[config.mk]
export PLATFORM = sky130hd
export DESIGN_NAME = wb_master_txn_engine
export DESIGN_NICKNAME = d
export VERILOG_FILES = /design/src/rtl/wb_master_txn_engine_pkg.sv /design/src/rtl/wb_timeout_ctr.sv /design/src/rtl/wb_master_txn_engine.sv
export SDC_FILE = /design/constraint.sdc
export NUM_CORES = 1
export LEC_CHECK = 0
export CORE_ASPECT_RATIO = 0.5
export CORE_MARGIN = 2
export CORE_UTILIZATION = 39
export CTS_CLUSTER_DIAMETER = 80
export CTS_CLUSTER_SIZE = 10
export DETAILED_ROUTE_END_ITERATION = 6
export PLACE_DENSITY = 0.78
export SETUP_SLACK_MARGIN = 0.05
export SLEW_MARGIN = 0
export SYNTH_ARGS = -nofsm -noshare
export SYNTH_HDL_FRONTEND = slang
export SYNTH_SLANG_ARGS = --single-unit
[constraint.sdc]
create_clock -name wb_clk_i -period 3.3 [get_ports wb_clk_i]
set_input_delay 0.66 -clock wb_clk_i [delete_from_list [all_inputs] [get_ports wb_clk_i]]
set_output_delay 0.66 -clock wb_clk_i [all_outputs]
set_load 0.03 [all_outputs]
[src/rtl/wb_master_txn_engine_pkg.sv]
// Shared types, state encodings and default widths for the Wishbone master
// transaction engine and its timeout counter.
package wb_master_txn_engine_pkg;

  localparam int WB_ADDR_WIDTH_DEF = 12;
  localparam int WB_DATA_WIDTH_DEF = 32;
  localparam int WB_MAX_BURST_DEF  = 16;
  localparam int WB_TIMEOUT_DEF    = 256;

  localparam logic READ  = 1'b0;
  localparam logic WRITE = 1'b1;

  typedef enum logic [1:0] {
    IDLE = 2'd0,
    WDAT = 2'd1,
    BUS  = 2'd2,
    RSP  = 2'd3
  } wb_txn_state_e;

  // Plain-vector views of the state encoding for the engine's state register
  localparam logic [1:0] ST_IDLE = 2'd0;
  localparam logic [1:0] ST_WDAT = 2'd1;
  localparam logic [1:0] ST_BUS  = 2'd2;
  localparam logic [1:0] ST_RSP  = 2'd3;

  typedef struct packed {
    logic                                 we;
    logic [WB_ADDR_WIDTH_DEF-1:0]         adr;
    logic [WB_DATA_WIDTH_DEF/8-1:0]       sel;
    logic [$clog2(WB_MAX_BURST_DEF)-1:0]  len;
  } wb_cmd_s;

  typedef struct packed {
    logic [WB_DATA_WIDTH_DEF-1:0] dat;
    logic                         err;
    logic                         timeout;
    logic                         last;
  } wb_rsp_s;

endpackage

[src/rtl/wb_timeout_ctr.sv]
// Bus-hang watchdog: counts enabled cycles since the last clear and flags the
// cycle on which the count reaches TIMEOUT_CYCLES-1.
module wb_timeout_ctr
  import wb_master_txn_engine_pkg::*;
#(
  parameter int TIMEOUT_CYCLES = WB_TIMEOUT_DEF
) (
  input  logic clk_i,
  input  logic rst_i,
  input  logic clr_i,
  input  logic en_i,
  output logic expire_o
);

  localparam int CW = (TIMEOUT_CYCLES > 2) ? $clog2(TIMEOUT_CYCLES) : 1;
  localparam logic [CW-1:0] CNT_LAST = CW'(TIMEOUT_CYCLES - 1);

  logic [CW-1:0] cnt_q;
  logic [CW-1:0] cnt_d;

  assign expire_o = (cnt_q == CNT_LAST);

  // Next count: saturates at the expiry value so it never wraps back to 0
  always_comb begin
    cnt_d = cnt_q;
    if (clr_i) begin
      cnt_d = '0;
    end else if (en_i && !expire_o) begin
      cnt_d = cnt_q + CW'(1);
    end else begin
      cnt_d = cnt_q;
    end
  end

  // Count register
  always_ff @(posedge clk_i or posedge rst_i) begin
    if (rst_i) begin
      cnt_q <= '0;
    end else begin
      cnt_q <= cnt_d;
    end
  end

endmodule

[src/rtl/wb_master_txn_engine.sv]
// Wishbone classic master: turns command/write-data streams into single or
// incrementing-burst bus cycles and returns one response per beat.
module wb_master_txn_engine
  import wb_master_txn_engine_pkg::*;
#(
  parameter int ADDR_WIDTH     = WB_ADDR_WIDTH_DEF,
  parameter int DATA_WIDTH     = WB_DATA_WIDTH_DEF,
  parameter int MAX_BURST      = WB_MAX_BURST_DEF,
  parameter int TIMEOUT_CYCLES = WB_TIMEOUT_DEF
) (
  input  logic                          wb_clk_i,
  input  logic                          wb_rst_i,
  input  logic                          cmd_valid,
  output logic                          cmd_ready,
  input  logic                          cmd_we,
  input  logic [ADDR_WIDTH-1:0]         cmd_adr,
  input  logic [DATA_WIDTH/8-1:0]       cmd_sel,
  input  logic [$clog2(MAX_BURST)-1:0]  cmd_len,
  input  logic                          wd_valid,
  output logic                          wd_ready,
  input  logic [DATA_WIDTH-1:0]         wd_data,
  output logic                          rsp_valid,
  input  logic                          rsp_ready,
  output logic [DATA_WIDTH-1:0]         rsp_dat,
  output logic                          rsp_err,
  output logic                          rsp_timeout,
  output logic                          rsp_last,
  output logic [ADDR_WIDTH-3:0]         wb_adr_o,
  output logic [DATA_WIDTH-1:0]         wb_dat_o,
  input  logic [DATA_WIDTH-1:0]         wb_dat_i,
  output logic [DATA_WIDTH/8-1:0]       wb_sel_o,
  output logic                          wb_we_o,
  output logic                          wb_cyc_o,
  output logic                          wb_stb_o,
  input  logic                          wb_ack_i,
  input  logic                          wb_err_i
);

  localparam int AW = ADDR_WIDTH - 2;
  localparam int SW = DATA_WIDTH / 8;
  localparam int LW = $clog2(MAX_BURST);

  logic [1:0]            state_q, state_d;
  logic                  we_q, we_d;
  logic [AW-1:0]         adr_q, adr_d;
  logic [SW-1:0]         sel_q, sel_d;
  logic [LW-1:0]         len_q, len_d;
  logic [LW-1:0]         beat_q, beat_d;
  logic [DATA_WIDTH-1:0] dat_o_q, dat_o_d;
  logic                  cyc_q, cyc_d;
  logic                  stb_q, stb_d;
  logic                  rsp_valid_q, rsp_valid_d;
  logic [DATA_WIDTH-1:0] rsp_dat_q, rsp_dat_d;
  logic                  rsp_err_q, rsp_err_d;
  logic                  rsp_timeout_q, rsp_timeout_d;
  logic                  rsp_last_q, rsp_last_d;
  logic                  tmo_expire_s;
  logic                  adr_lsb_unused;

  // Byte-lane bits of the command address are implied by word alignment
  assign adr_lsb_unused = ^cmd_adr[1:0];

  wb_timeout_ctr #(
    .TIMEOUT_CYCLES (TIMEOUT_CYCLES)
  ) u_timeout_ctr (
    .clk_i    (wb_clk_i),
    .rst_i    (wb_rst_i),
    .clr_i    (state_q != ST_BUS),
    .en_i     (state_q == ST_BUS),
    .expire_o (tmo_expire_s)
  );

  assign cmd_ready   = (state_q == ST_IDLE);
  assign wd_ready    = (state_q == ST_WDAT);
  assign rsp_valid   = rsp_valid_q;
  assign rsp_dat     = rsp_dat_q;
  assign rsp_err     = rsp_err_q;
  assign rsp_timeout = rsp_timeout_q;
  assign rsp_last    = rsp_last_q;
  assign wb_adr_o    = adr_q;
  assign wb_dat_o    = dat_o_q;
  assign wb_sel_o    = sel_q;
  assign wb_we_o     = we_q;
  assign wb_cyc_o    = cyc_q;
  assign wb_stb_o    = stb_q;

  // Transaction FSM next-state and output-register logic
  always_comb begin
    state_d       = state_q;
    we_d          = we_q;
    adr_d         = adr_q;
    sel_d         = sel_q;
    len_d         = len_q;
    beat_d        = beat_q;
    dat_o_d       = dat_o_q;
    cyc_d         = cyc_q;
    stb_d         = stb_q;
    rsp_valid_d   = rsp_valid_q;
    rsp_dat_d     = rsp_dat_q;
    rsp_err_d     = rsp_err_q;
    rsp_timeout_d = rsp_timeout_q;
    rsp_last_d    = rsp_last_q;
    case (state_q)
      ST_IDLE: begin
        if (cmd_valid) begin
          we_d    = cmd_we;
          adr_d   = cmd_adr[ADDR_WIDTH-1:2];
          sel_d   = cmd_sel;
          len_d   = cmd_len;
          beat_d  = '0;
          cyc_d   = 1'b1;
          stb_d   = !cmd_we;
          state_d = cmd_we ? ST_WDAT : ST_BUS;
        end else begin
          state_d = ST_IDLE;
        end
      end
      ST_WDAT: begin
        if (wd_valid) begin
          dat_o_d = wd_data;
          stb_d   = 1'b1;
          state_d = ST_BUS;
        end else begin
          state_d = ST_WDAT;
        end
      end
      ST_BUS: begin
        // err outranks ack; a terminated command releases the bus at once
        if (wb_err_i) begin
          cyc_d       = 1'b0;
          stb_d       = 1'b0;
          rsp_valid_d = 1'b1;
          rsp_err_d   = 1'b1;
          rsp_last_d  = 1'b1;
          rsp_dat_d   = '0;
          state_d     = ST_RSP;
        end else if (wb_ack_i) begin
          stb_d       = 1'b0;
          rsp_valid_d = 1'b1;
          rsp_dat_d   = we_q ? '0 : wb_dat_i;
          rsp_last_d  = (beat_q == len_q);
          state_d     = ST_RSP;
        end else if (tmo_expire_s) begin
          cyc_d         = 1'b0;
          stb_d         = 1'b0;
          rsp_valid_d   = 1'b1;
          rsp_timeout_d = 1'b1;
          rsp_last_d    = 1'b1;
          rsp_dat_d     = '0;
          state_d       = ST_RSP;
        end else begin
          state_d = ST_BUS;
        end
      end
      ST_RSP: begin
        if (rsp_ready) begin
          rsp_valid_d   = 1'b0;
          rsp_dat_d     = '0;
          rsp_err_d     = 1'b0;
          rsp_timeout_d = 1'b0;
          rsp_last_d    = 1'b0;
          if (rsp_last_q) begin
            cyc_d   = 1'b0;
            state_d = ST_IDLE;
          end else begin
            beat_d  = beat_q + LW'(1);
            adr_d   = adr_q + AW'(1);
            stb_d   = !we_q;
            state_d = we_q ? ST_WDAT : ST_BUS;
          end
        end else begin
          state_d = ST_RSP;
        end
      end
      default: begin
        cyc_d   = 1'b0;
        stb_d   = 1'b0;
        state_d = ST_IDLE;
      end
    endcase
  end

  // State and output registers; reset abandons any bus cycle in flight
  always_ff @(posedge wb_clk_i or posedge wb_rst_i) begin
    if (wb_rst_i) begin
      state_q       <= ST_IDLE;
      we_q          <= 1'b0;
      adr_q         <= '0;
      sel_q         <= '0;
      len_q         <= '0;
      beat_q        <= '0;
      dat_o_q       <= '0;
      cyc_q         <= 1'b0;
      stb_q         <= 1'b0;
      rsp_valid_q   <= 1'b0;
      rsp_dat_q     <= '0;
      rsp_err_q     <= 1'b0;
      rsp_timeout_q <= 1'b0;
      rsp_last_q    <= 1'b0;
    end else begin
      state_q       <= state_d;
      we_q          <= we_d;
      adr_q         <= adr_d;
      sel_q         <= sel_d;
      len_q         <= len_d;
      beat_q        <= beat_d;
      dat_o_q       <= dat_o_d;
      cyc_q         <= cyc_d;
      stb_q         <= stb_d;
      rsp_valid_q   <= rsp_valid_d;
      rsp_dat_q     <= rsp_dat_d;
      rsp_err_q     <= rsp_err_d;
      rsp_timeout_q <= rsp_timeout_d;
      rsp_last_q    <= rsp_last_d;
    end
  end

endmodule

==> metrics.cfg <==
[outcome]
status=finished clean

[critical_path]
start_kind=flop
crit_path_max_fanout=17
critPathBufInv=1
path_class=reg2out
crit_path_max_incr_delay_ns=0.71
crit_required_ns=2.64
crit_family=buffers and inverters
slowest_stage=clkdlybuf4s50_1
cp.arrival_ns=1.91
cp-end-kind=output port
path_cells=nor2b_1, clkdlybuf4s50_1

[synth]
synth.area.top_cells=dfrtp_1 (59%), mux2_1 (8.0%), a22o_1 (6.6%)
ys_warn_count=0
ys_ff_latch=103
syn_area_um2=4370
synth_top_area_share_pct=59.0
ys_async_sr_fraction_pct=100
yosysSeqAreaShare_pct=59.0
synth.distinct_cells=47
syn_inst=347
syn_area_per_cell_um2=12.6
synth_top_flop_cell=dfrtp_1
synth_fp_nets=442
synth_top_area_cell=dfrtp_1
synth_edf_count=0

[pwr]
p_per_area_nw_per_um2=951
peakVddDrop_uv=335
p_leak_nw=2.78

[clocking]
postCtsHoldBufs=0
clk_root_buffer_cell=clkbuf_16
cts_tree=done
worstSkewPairLatency_ns=0.35
cts.sinks=103
postCtsSetupRepairBufs=0
cts_made_buffers=9
clkTransAtPathRegs_ns=0.07
cts_htree_levels=3
clockBufferDepth=2
cts_resized=0

[sta]
fmax_mhz=390
slew_violations=0
slew_headroom_pct=54.8
period_minus_slack_ns=2.57
tightest_slew_ns=0.677
setup_viol_count_final=0
tns_ns=0
rsz0062_at_grt=no
clock_skew_ns=0.00905
hold_viol=0
min_period_over_period_pct=77.8
setup_slack_ns=0.733

[finish]
diodes=0
syn_to_final_growth_pct=49.8
n_fill_cell=913
final_net_count=615
drive_gt1_share_pct=7.43

[floorplanning]
die_width_um=154
dieArea_um2=12100
die_h_um=78.8
start_util_pct=39.9
fp.coreArea_um2=10900
pin_count=179
num_rows=27

[worst_hold_path]
hp-class=reg2reg

[placement]
io_buffers=176
finalWeightedCongestion=0.806
dp_hpwl_um=7830
dp_slack_ns=0.884

[route]
drtPass1Iterations=4
route.vias.total=3434
wl_per_cell_um=16.4
ant_nets=0
drt_iter0_markers=275
routed_wl_um=11000
drcViolationCount=0
viasPerCell=5.13

[grt]
grt-ovfl-total=0
grt_max_degree=57
grt_usage_pct=18.6
antenna_found_initial=0
grt_first_pass_wirelength_um=18000
grt_pass1_vias=3479

[run]
maxCapViolations=0

-- where the power goes --
| part | total, W | internal, W | switching, W | leakage (nW) |
|---|---|---|---|---|
| Sequential | 0.00213 | 0.00175 | 0.000378 | 1.30 |
| Combinational | 0.00302 | 0.00134 | 0.00168 | 1.35 |
| Clock | 0.00107 | 0.000588 | 0.000480 | 0.134 |
-- worst paths after layout --
| check | start | end | slack (ns) | cells past startpoint |
|---|---|---|---|---|
| worst min-delay path | wb_dat_o[11] | wb_dat_o[11] | 0.49 | 1 |
| worst min register to register | wb_dat_o[11] | wb_dat_o[11] | 0.49 | 1 |
| worst max register to register | state_q[0] | rsp_dat[1] | 1.33 | 6 |
| worst max-delay path | state_q[0] | wd_ready | 0.73 | 2 |
| max in group asynchronous | wb_rst_i | u_timeout_ctr.cnt_q[5] | 1.82 | 3 |
| min in group asynchronous | wb_rst_i | wb_dat_o[12] | 0.77 | 2 |
-- worst register-to-register path, stage by stage, from the launching register on --
cell	delay, ns
dfrtp_1	0.62
and2_1	0.19
buf_4	0.24
nand2_2	0.14
a21boi_2	0.18
buf_4	0.24
a22o_1	0.24
-- Yosys cell counts, types with 5 or more instances --
cell	number
nor2_1	18
dfrtp_1	103
o21ai_0	7
o211ai_1	5
xor2_1	7
a21oi_1	17
nand2_1	24
mux2_1	31
a31oi_1	5
buf_2	12
nand3_1	7
mux2_2	11
a22o_1	33
-- final cells by class --
class                   count  area, µm²  area share (%)
clock inverters             7       73.8            1.13
inverters                   2       11.3           0.172
flip-flops and latches    103       2580            39.4
multi-input cells         222       1650            25.3
repair buffers            182       1820            27.8
well taps                 145        181            2.77
clock buffers               9        225            3.44
-- metal layers --
| layer | global-route usage, % | up-vias | share of wire (%) |
|---|---|---|---|
| met3 | 4.53 | 12 | 3.8 |
| met5 | 0 | - | 0 |
| met4 | 5.23 | 0 | 1.3 |
| met1 | 23.1 | 1735 | 43 |
| li1 | - | 1614 | - |
| met2 | 32.8 | 73 | 52 |
-- logic make-up after synthesis --
family	count (synthesis)	synth area share (%)
buf+inv	22	3.10
xor+xnor	8	1.61
simple gates	81	9.66
flops	103	59.0
compound gates	84	14.0
mux	46	11.8
fa+ha+maj	3	0.860
-- flip-flops by register name, summed over array words and instances, names as in the netlist --
signal / flops
wb_sel_o: 4
wb_we_o: 1
rsp_timeout: 1
state_q: 2
wb_adr_o: 10
rsp_err: 1
wb_cyc_o: 1
u_timeout_ctr.cnt_q: 8
len_q: 4
rsp_last: 1
rsp_dat: 32
wb_stb_o: 1
rsp_valid: 1
wb_dat_o: 32
beat_q: 4
-- stage by stage --
| stage | power, W | area (µm²) | hold WS (ns) | util [%] | cells |
|---|---|---|---|---|---|
| CTS | 0.00628 | 6540 | 0.496 | 59.8 | 670 |
| global placement | 0.00511 | 6240 | 0.464 | 57.0 | 654 |
| finish | 0.00622 | 6540 | 0.492 | 59.8 | 670 |
| detailed placement | 0.00518 | 6240 | 0.472 | 57.0 | 654 |
| floorplan | 0.00394 | 4370 | 0.491 | - | 347 |
| global route | 0.00657 | 6540 | 0.500 | 59.8 | 670 |
-- cell usage in the layout, fill, tap and decap left out, types with 2 or more instances in the layout --
master and count:
or2_1 2, nand3_1 7, nor2_1 18, and4_1 3
clkinvlp_4 5, o21ai_1 3, nand2b_1 4, and3_1 2
a22o_1 33, o21ai_0 7, nand2_1 24, mux2_2 11
o211ai_1 5, nor4_1 2, clkbuf_16 9, nand4_1 4
a31oi_1 5, o2bb2a_1 2, nor2b_1 4, a41o_1 2
o22ai_1 4, clkdlybuf4s50_1 176, a21oi_1 17, mux2i_1 4
mux2_1 31, nor4b_1 2, buf_4 5, ha_1 3
dfrtp_1 103, xor2_1 7
Note: power is estimated with default switching activity, not from simulation.
